==> config.mk <==
export PLATFORM = sky130hd
export DESIGN_NAME = operand_loader
export DESIGN_NICKNAME = d
export VERILOG_FILES = /design/src/rtl/operand_loader_pkg.sv /design/src/rtl/operand_loader.sv
export SDC_FILE = /design/constraint.sdc
export NUM_CORES = 1
export LEC_CHECK = 0
export ABC_CLOCK_PERIOD_IN_PS = 1720
export BUFFER_PORTS_ARGS = -buffer_cell sky130_fd_sc_hd__buf_2
export CELL_PAD_IN_SITES_DETAIL_PLACEMENT = 1
export CELL_PAD_IN_SITES_GLOBAL_PLACEMENT = 2
export CORE_MARGIN = 8
export CORE_UTILIZATION = 30
export CTS_CLUSTER_SIZE = 12
export DETAILED_ROUTE_END_ITERATION = 16
export PLACE_DENSITY = 0.74
export SYNTH_ARGS = -nofsm -noshare
export SYNTH_HDL_FRONTEND = slang
export SYNTH_SLANG_ARGS = --single-unit
export TNS_END_PERCENT = 100
==> constraint.sdc <==
create_clock -name CLK -period 1.72 [get_ports CLK]
set_input_delay 0.344 -clock CLK [delete_from_list [all_inputs] [get_ports CLK]]
set_output_delay 0.344 -clock CLK [all_outputs]
set_load 0.01 [all_outputs]
==> src/rtl/operand_loader_pkg.sv <==
// ============================================================================
// Module   : operand_loader_pkg
// Brief    : State encodings and default data width for operand_loader.
// Revision : 1.0 - initial release
// ============================================================================
`default_nettype none

package operand_loader_pkg;

  localparam int unsigned c_DEFAULT_WIDTH = 8;

  typedef enum logic [1:0] {
    WAIT_A = 2'b00,
    WAIT_B = 2'b01,
    SHOW_A = 2'b10,
    SHOW_B = 2'b11
  } state_e;

endpackage

`default_nettype wire

==> src/rtl/operand_loader.sv <==
// ============================================================================
// Module   : operand_loader
// Brief    : Loads two operands, then presents them to a downstream 2:1 mux.
//            Define OPLOAD_CNT_EN to add the PAIR_CNT completed-pair counter.
// Revision : 1.0 - initial release
// ============================================================================
`default_nettype none

module operand_loader
  import operand_loader_pkg::*;
#(
  parameter int unsigned WIDTH = c_DEFAULT_WIDTH
) (
  input  logic             CLK,
  input  logic             RST,
  input  logic [WIDTH-1:0] DIN,
  input  logic             DIN_VALID,
  output logic             DIN_READY,
  output logic [WIDTH-1:0] A,
  output logic [WIDTH-1:0] B,
  output logic             S,
  output logic             OUT_VALID,
  input  logic             OUT_ACK
`ifdef OPLOAD_CNT_EN
  ,
  output logic [7:0]       PAIR_CNT
`endif
);

  state_e           r_state;
  logic [WIDTH-1:0] r_a;
  logic [WIDTH-1:0] r_b;
  logic             r_s;
  logic             r_out_valid;
  logic             r_din_ready;
  logic             w_pair_done;

  // Outputs are updated together with the state so they never depend on inputs.
  always_ff @(posedge CLK or posedge RST) begin
    if (RST) begin
      r_state     <= WAIT_A;
      r_a         <= '0;
      r_b         <= '0;
      r_s         <= 1'b0;
      r_out_valid <= 1'b0;
      r_din_ready <= 1'b1;
    end else begin
      case (r_state)
        WAIT_A: begin
          if (DIN_VALID) begin
            r_a     <= DIN;
            r_state <= WAIT_B;
          end
        end
        WAIT_B: begin
          if (DIN_VALID) begin
            r_b         <= DIN;
            r_state     <= SHOW_A;
            r_out_valid <= 1'b1;
            r_din_ready <= 1'b0;
          end
        end
        SHOW_A: begin
          if (OUT_ACK) begin
            r_state <= SHOW_B;
            r_s     <= 1'b1;
          end
        end
        SHOW_B: begin
          if (OUT_ACK) begin
            r_state     <= WAIT_A;
            r_s         <= 1'b0;
            r_out_valid <= 1'b0;
            r_din_ready <= 1'b1;
          end
        end
        default: begin
          r_state     <= WAIT_A;
          r_s         <= 1'b0;
          r_out_valid <= 1'b0;
          r_din_ready <= 1'b1;
        end
      endcase
    end
  end

  assign w_pair_done = (r_state == SHOW_B) && OUT_ACK;

`ifdef OPLOAD_CNT_EN
  logic [7:0] r_pair_cnt;

  always_ff @(posedge CLK or posedge RST) begin
    if (RST) begin
      r_pair_cnt <= 8'd0;
    end else if (w_pair_done) begin
      r_pair_cnt <= r_pair_cnt + 8'd1;
    end
  end

  assign PAIR_CNT = r_pair_cnt;
`else
  logic w_unused;
  assign w_unused = w_pair_done;
`endif

  assign DIN_READY = r_din_ready;
  assign A         = r_a;
  assign B         = r_b;
  assign S         = r_s;
  assign OUT_VALID = r_out_valid;

endmodule

`default_nettype wire

# ---- Yosys cells after proc, flatten, opt, wreduce, memory -nomap -nowiden
# Cells that the tools add are included.
dict set report totals {
  reg_bits 21
  latchBits 0
  ram_bits 0
  rom_bits 0
  output_inout_bits 19
  wordCells 33
  n_memories 0
}
dict set report op_classes {
  add_sub_neg 0
  n_mul 0
  div 0
  order_cmp 0
  n_eq_ne 7
  shifts 0
  muxes 12
  bitwise_logic 0
  reduce_logical 8
}
# operator n
set ops {}
lappend ops {{2-bit 2-to-1 mux} 4}
lappend ops {{2-bit inequality test, second input constant} 4}
lappend ops {{2-bit one-hot mux with 4 select lines} 1}
lappend ops {{1-bit one-hot mux with 2 select lines} 3}
lappend ops {{3-bit AND reduction} 2}
lappend ops {{2-bit equality test, second input constant} 2}
lappend ops {{1-bit 2-to-1 mux} 4}
lappend ops {{2-bit AND reduction} 2}
lappend ops {{4-bit AND reduction} 1}
lappend ops {{2-bit nonzero test} 2}
lappend ops {{2-bit by 1-bit equality test with 1-bit output, second input constant} 1}
lappend ops {{2-bit zero test} 1}

# ---- Logic depth before layout (Yosys ltp)
dict set report depth {
  depth_word 3
  ltp_mapped 5
  depth_no_buf 5
}

# ---- Worst setup path before layout
# No wires, ideal clock.
dict set report synth_path {
  path_kind {flip-flop to flip-flop}
  start {register r_state[1]}
  end {register r_state[1]}
  arrival_ns 1.254
  required_ns 1.595
  slack_ns 0.342
  path_stages_with_launch 6
  synth_period_minus_slack_ns 1.378
  cell_sequence {dfrtp_1 inv_1 ha_1 nor2_1 o22ai_2 mux2_2}
}
dict set report synth_between {
  elab_chain_len 3
  elab_cells_between_ends 10
}
# item line_no
set synth_rtl {}
lappend synth_rtl {{start: declaration} operand_loader.sv:30} ;# state_e r_state;
lappend synth_rtl {{start signal: assignment} operand_loader.sv:41} ;# r_state <= WAIT_A;
lappend synth_rtl {{start signal: assignment} operand_loader.sv:52} ;# r_state <= WAIT_B;
lappend synth_rtl {{start signal: assignment} operand_loader.sv:58} ;# r_state <= SHOW_A;
lappend synth_rtl {{2-bit equality test, or another cell as far along} operand_loader.sv:48} ;# case (r_state)
lappend synth_rtl {{2-bit inequality test (no line)} --}
lappend synth_rtl {{4-bit AND reduction (no line)} --}
# Parallel ways exist; a longest one is shown, timed or not.
# A chain may end at the register's enable or synchronous reset.

# ---- Worst setup path in the final report
# Ends and elaborated chain as after synthesis.

==> results by group <==
Final layout
  • Most common library cell in the layout ignoring fill and taps: sky130_fd_sc_hd__buf_2
  • Final core utilization: 39.9%
  • Most frequent cells in the layout: sky130_fd_sc_hd__buf_2 (30), sky130_fd_sc_hd__dfrtp_1 (20), sky130_fd_sc_hd__mux2_2 (17)
  • Share of post-route cells with drive strength above 1: between 50% and 60%
  • Number of non-filler instances in the completed layout: 128
  • Post-route cell area: 0.00111 mm^2
  • Number of nets in the layout: 115
  • Multi-input gate area in the final layout: between 300 and 400 um^2
  • Antenna Cells: 0
  • Reg area: ~530 um^2
  • Area growth syn-to-layout: 25.3%
  • Fill cell instance count of the final layout: 314

Route
  • DR iter-0 viols: 5
  • DRC violations left: 0
  • Routed len/inst: 15.9 um
  • Overall via count from detail_route: 596
  • DRT Pass-1 Iters: 2
  • Routed via count divided by cell count: 4.66
  • Final Routed Wirelength: 2040 um
  • Antenna-violating nets left: 0

Timing
  • Final-report max-slew violation count: 0
  • Final number of hold-violating endpoints: 0
  • Unrepaired setup endpoints after global routing: no
  • Setup ws final: 238 ps
  • Highest clock rate: 0.675 GHz
  • Relative slew margins: between 80% and 90%
  • Transition time of the tightest slew-check pin: 273 ps
  • Shortest clock period the worst path allows after layout: 1480 ps
  • Final setup violation count: 0
  • Final setup TNS: 0 ps
  • Worst-case hold slack: 39.9 ps
  • Clock skew after layout: around 4.7 ps
  • Final worst path period share: 86.2%

Synthesis
  • Sequential area share after synthesis: ~60%
  • Nets in the synthesized netlist: 79
  • Count of cell types in the netlist: 12
  • Mean instance size in the synthesized netlist: between 10 and 15 um^2
  • Area of the mapped netlist: 885 um^2
  • Count of yosys warnings during synthesis: 0
  • Synthesized flop and latch total: 21
  • Syn Inst Count: 62

GRT
  • Overall routing resource usage: under 10%
  • Grt total ovfl: 0
  • Number of antenna violations at the first check in global routing: 0
  • Wire length of the first global-routing pass: 3370 um
  • Number of global-route vias before repair: 661
  • Maximum number of pins on one net before global-route repair: 22

Floorplan
  • Top-Level Pins: 31
  • Rows: 19
  • Area of the die: between 0.004 and 0.005 mm^2
  • Y dimension of the die: 70.3 um
  • Floorplan core area: ~0.0028 mm^2
  • Die width: 70.3 um
  • Effective utilization at floorplan: 31.8%

Setup path
  • Worst path bufs/invs: 1
  • Worst Setup Start Kind: flip-flop
  • Cell type of the slowest stage on the worst timing path: sky130_fd_sc_hd__dfrtp_1
  • CP delay by family, top: flip-flops
  • Biggest cell delay along the critical path: around 430 ps
  • Crit path DAT: 1680 ps
  • CP Data Required Time: 1920 ps
  • Largest fanout of any net on the critical path: 4
  • Ordered cell list for the critical path: inv_1 -> ha_1 -> nor2_1 -> o22ai_2 -> mux2_2
  • CP endpoint kind: flip-flop
  • Start-to-end type of the worst setup path: reg2reg

Placed design
  • Placer congestion estimate: 0.740
  • Instance area at placement: approximately 0.0011 mm^2
  • Number of buffer cells added on primary ports: 30
  • Placed wire-length estimate: 1600 um
  • DP Worst Slack: 237 ps
  • Placed cells: 124

Flow run
  • # Max-Cap Violations: 0

CTS
  • Post-cts resize count: 0
  • CTS tree: yes
  • Clock Root Buffer: sky130_fd_sc_hd__clkbuf_4
  • Total number of H-tree levels: 1
  • Num CTS Buffers: 3
  • Worst skew pair latency: 310 ps
  • Maximum count of clock buffers along a single path: 2
  • Number of buffers inserted by hold repair at cts: 0
  • Buffers inserted by post-CTS timing repair: 0
  • Clock sink total: 21
  • Clock transition time at the flip-flop clock pins of the worst setup and hold paths: ~120 ps

Power
  • Overall Power: between 2 and 2.5 mW
  • Reported leakage power: ~0.55 nW
  • Power per standard cell area: 1890 mW/mm^2
  • Worst vdd ir: 0.854 mV

Worst hold path
  • Min-delay worst type: in2async

Run status
  • Outcome: complete, no violations
-- layer usage --
metal	routed length, um	share of wire, %	track usage (%)
met5	0	0	0
met4	57	2.8	6.03
met3	89	4.4	2.12
met2	1090	54	14.9
met1	796	39	8.76
-- layout make-up --
cell class	count	share of cell area (%)
tap	31	3.50
timing repair buffer	31	14.2
clock inverter	1	0.451
multi-input combinational	36	30.6
inverter	5	1.69
sequential	21	47.5
clock buffer	3	2.03
-- cell usage after synthesis --
master	instances	area [um^2]
sky130_fd_sc_hd__a21oi_1	5	25.0
sky130_fd_sc_hd__o2bb2ai_1	1	8.76
sky130_fd_sc_hd__inv_1	5	18.8
sky130_fd_sc_hd__o22ai_2	1	12.5
sky130_fd_sc_hd__o21ai_0	1	5.00
sky130_fd_sc_hd__dfstp_2	1	26.3
sky130_fd_sc_hd__ha_1	5	62.6
sky130_fd_sc_hd__nand2_2	2	12.5
sky130_fd_sc_hd__dfrtp_1	20	500
sky130_fd_sc_hd__mux2_2	17	191
sky130_fd_sc_hd__mux2i_1	1	10.0
sky130_fd_sc_hd__nor2_1	3	11.3
-- logic make-up (layout without fill, tap and decap cells) --
group                      Yosys count  after routing  share of synthesized area, %
muxes                               18             18                          22.8
DFF                                 21             21                          59.5
buffers and inverters                5             40                          2.12
AOI/OAI and AO/OA                    8              8                          5.80
and+or+nand+nor                      5              5                          2.69
adders and majority gates            5              5                          7.07
-- state kept, by name (all words and copies together) (netlist names) --
signal,cells
OUT_VALID,1
B,8
S,1
A,8
r_state,2
DIN_READY,1
-- worst reg2reg max path, delay by kind of cell, from the launching register on --
kind	cells	cell delay [ps]
compound gates	1	180
fa+ha+maj	1	230
buf+inv	1	120
flops	1	430
mux	1	360
simple gates	1	80
-- path summary, 6_finish.rpt --
check	from	end	slack (ps)	depth (start not counted)
worst max-delay path	r_state[1]	r_state[1]	240	5
max in group asynchronous	RST	DIN_READY	1400	3
worst max register to register	r_state[1]	r_state[1]	240	5
min in group CLK	OUT_ACK	S	260	2
worst min register to register	DIN_READY	DIN_READY	480	2
worst min-delay path	RST	B[7]	40	3
-- report_power, final --
group          leakage, nW  switching, mW  internal, mW
combinational        0.286          0.480         0.482
clock               0.0177          0.155        0.0868
sequential           0.245          0.133         0.757
Note: power is estimated with default switching activity, not from simulation.
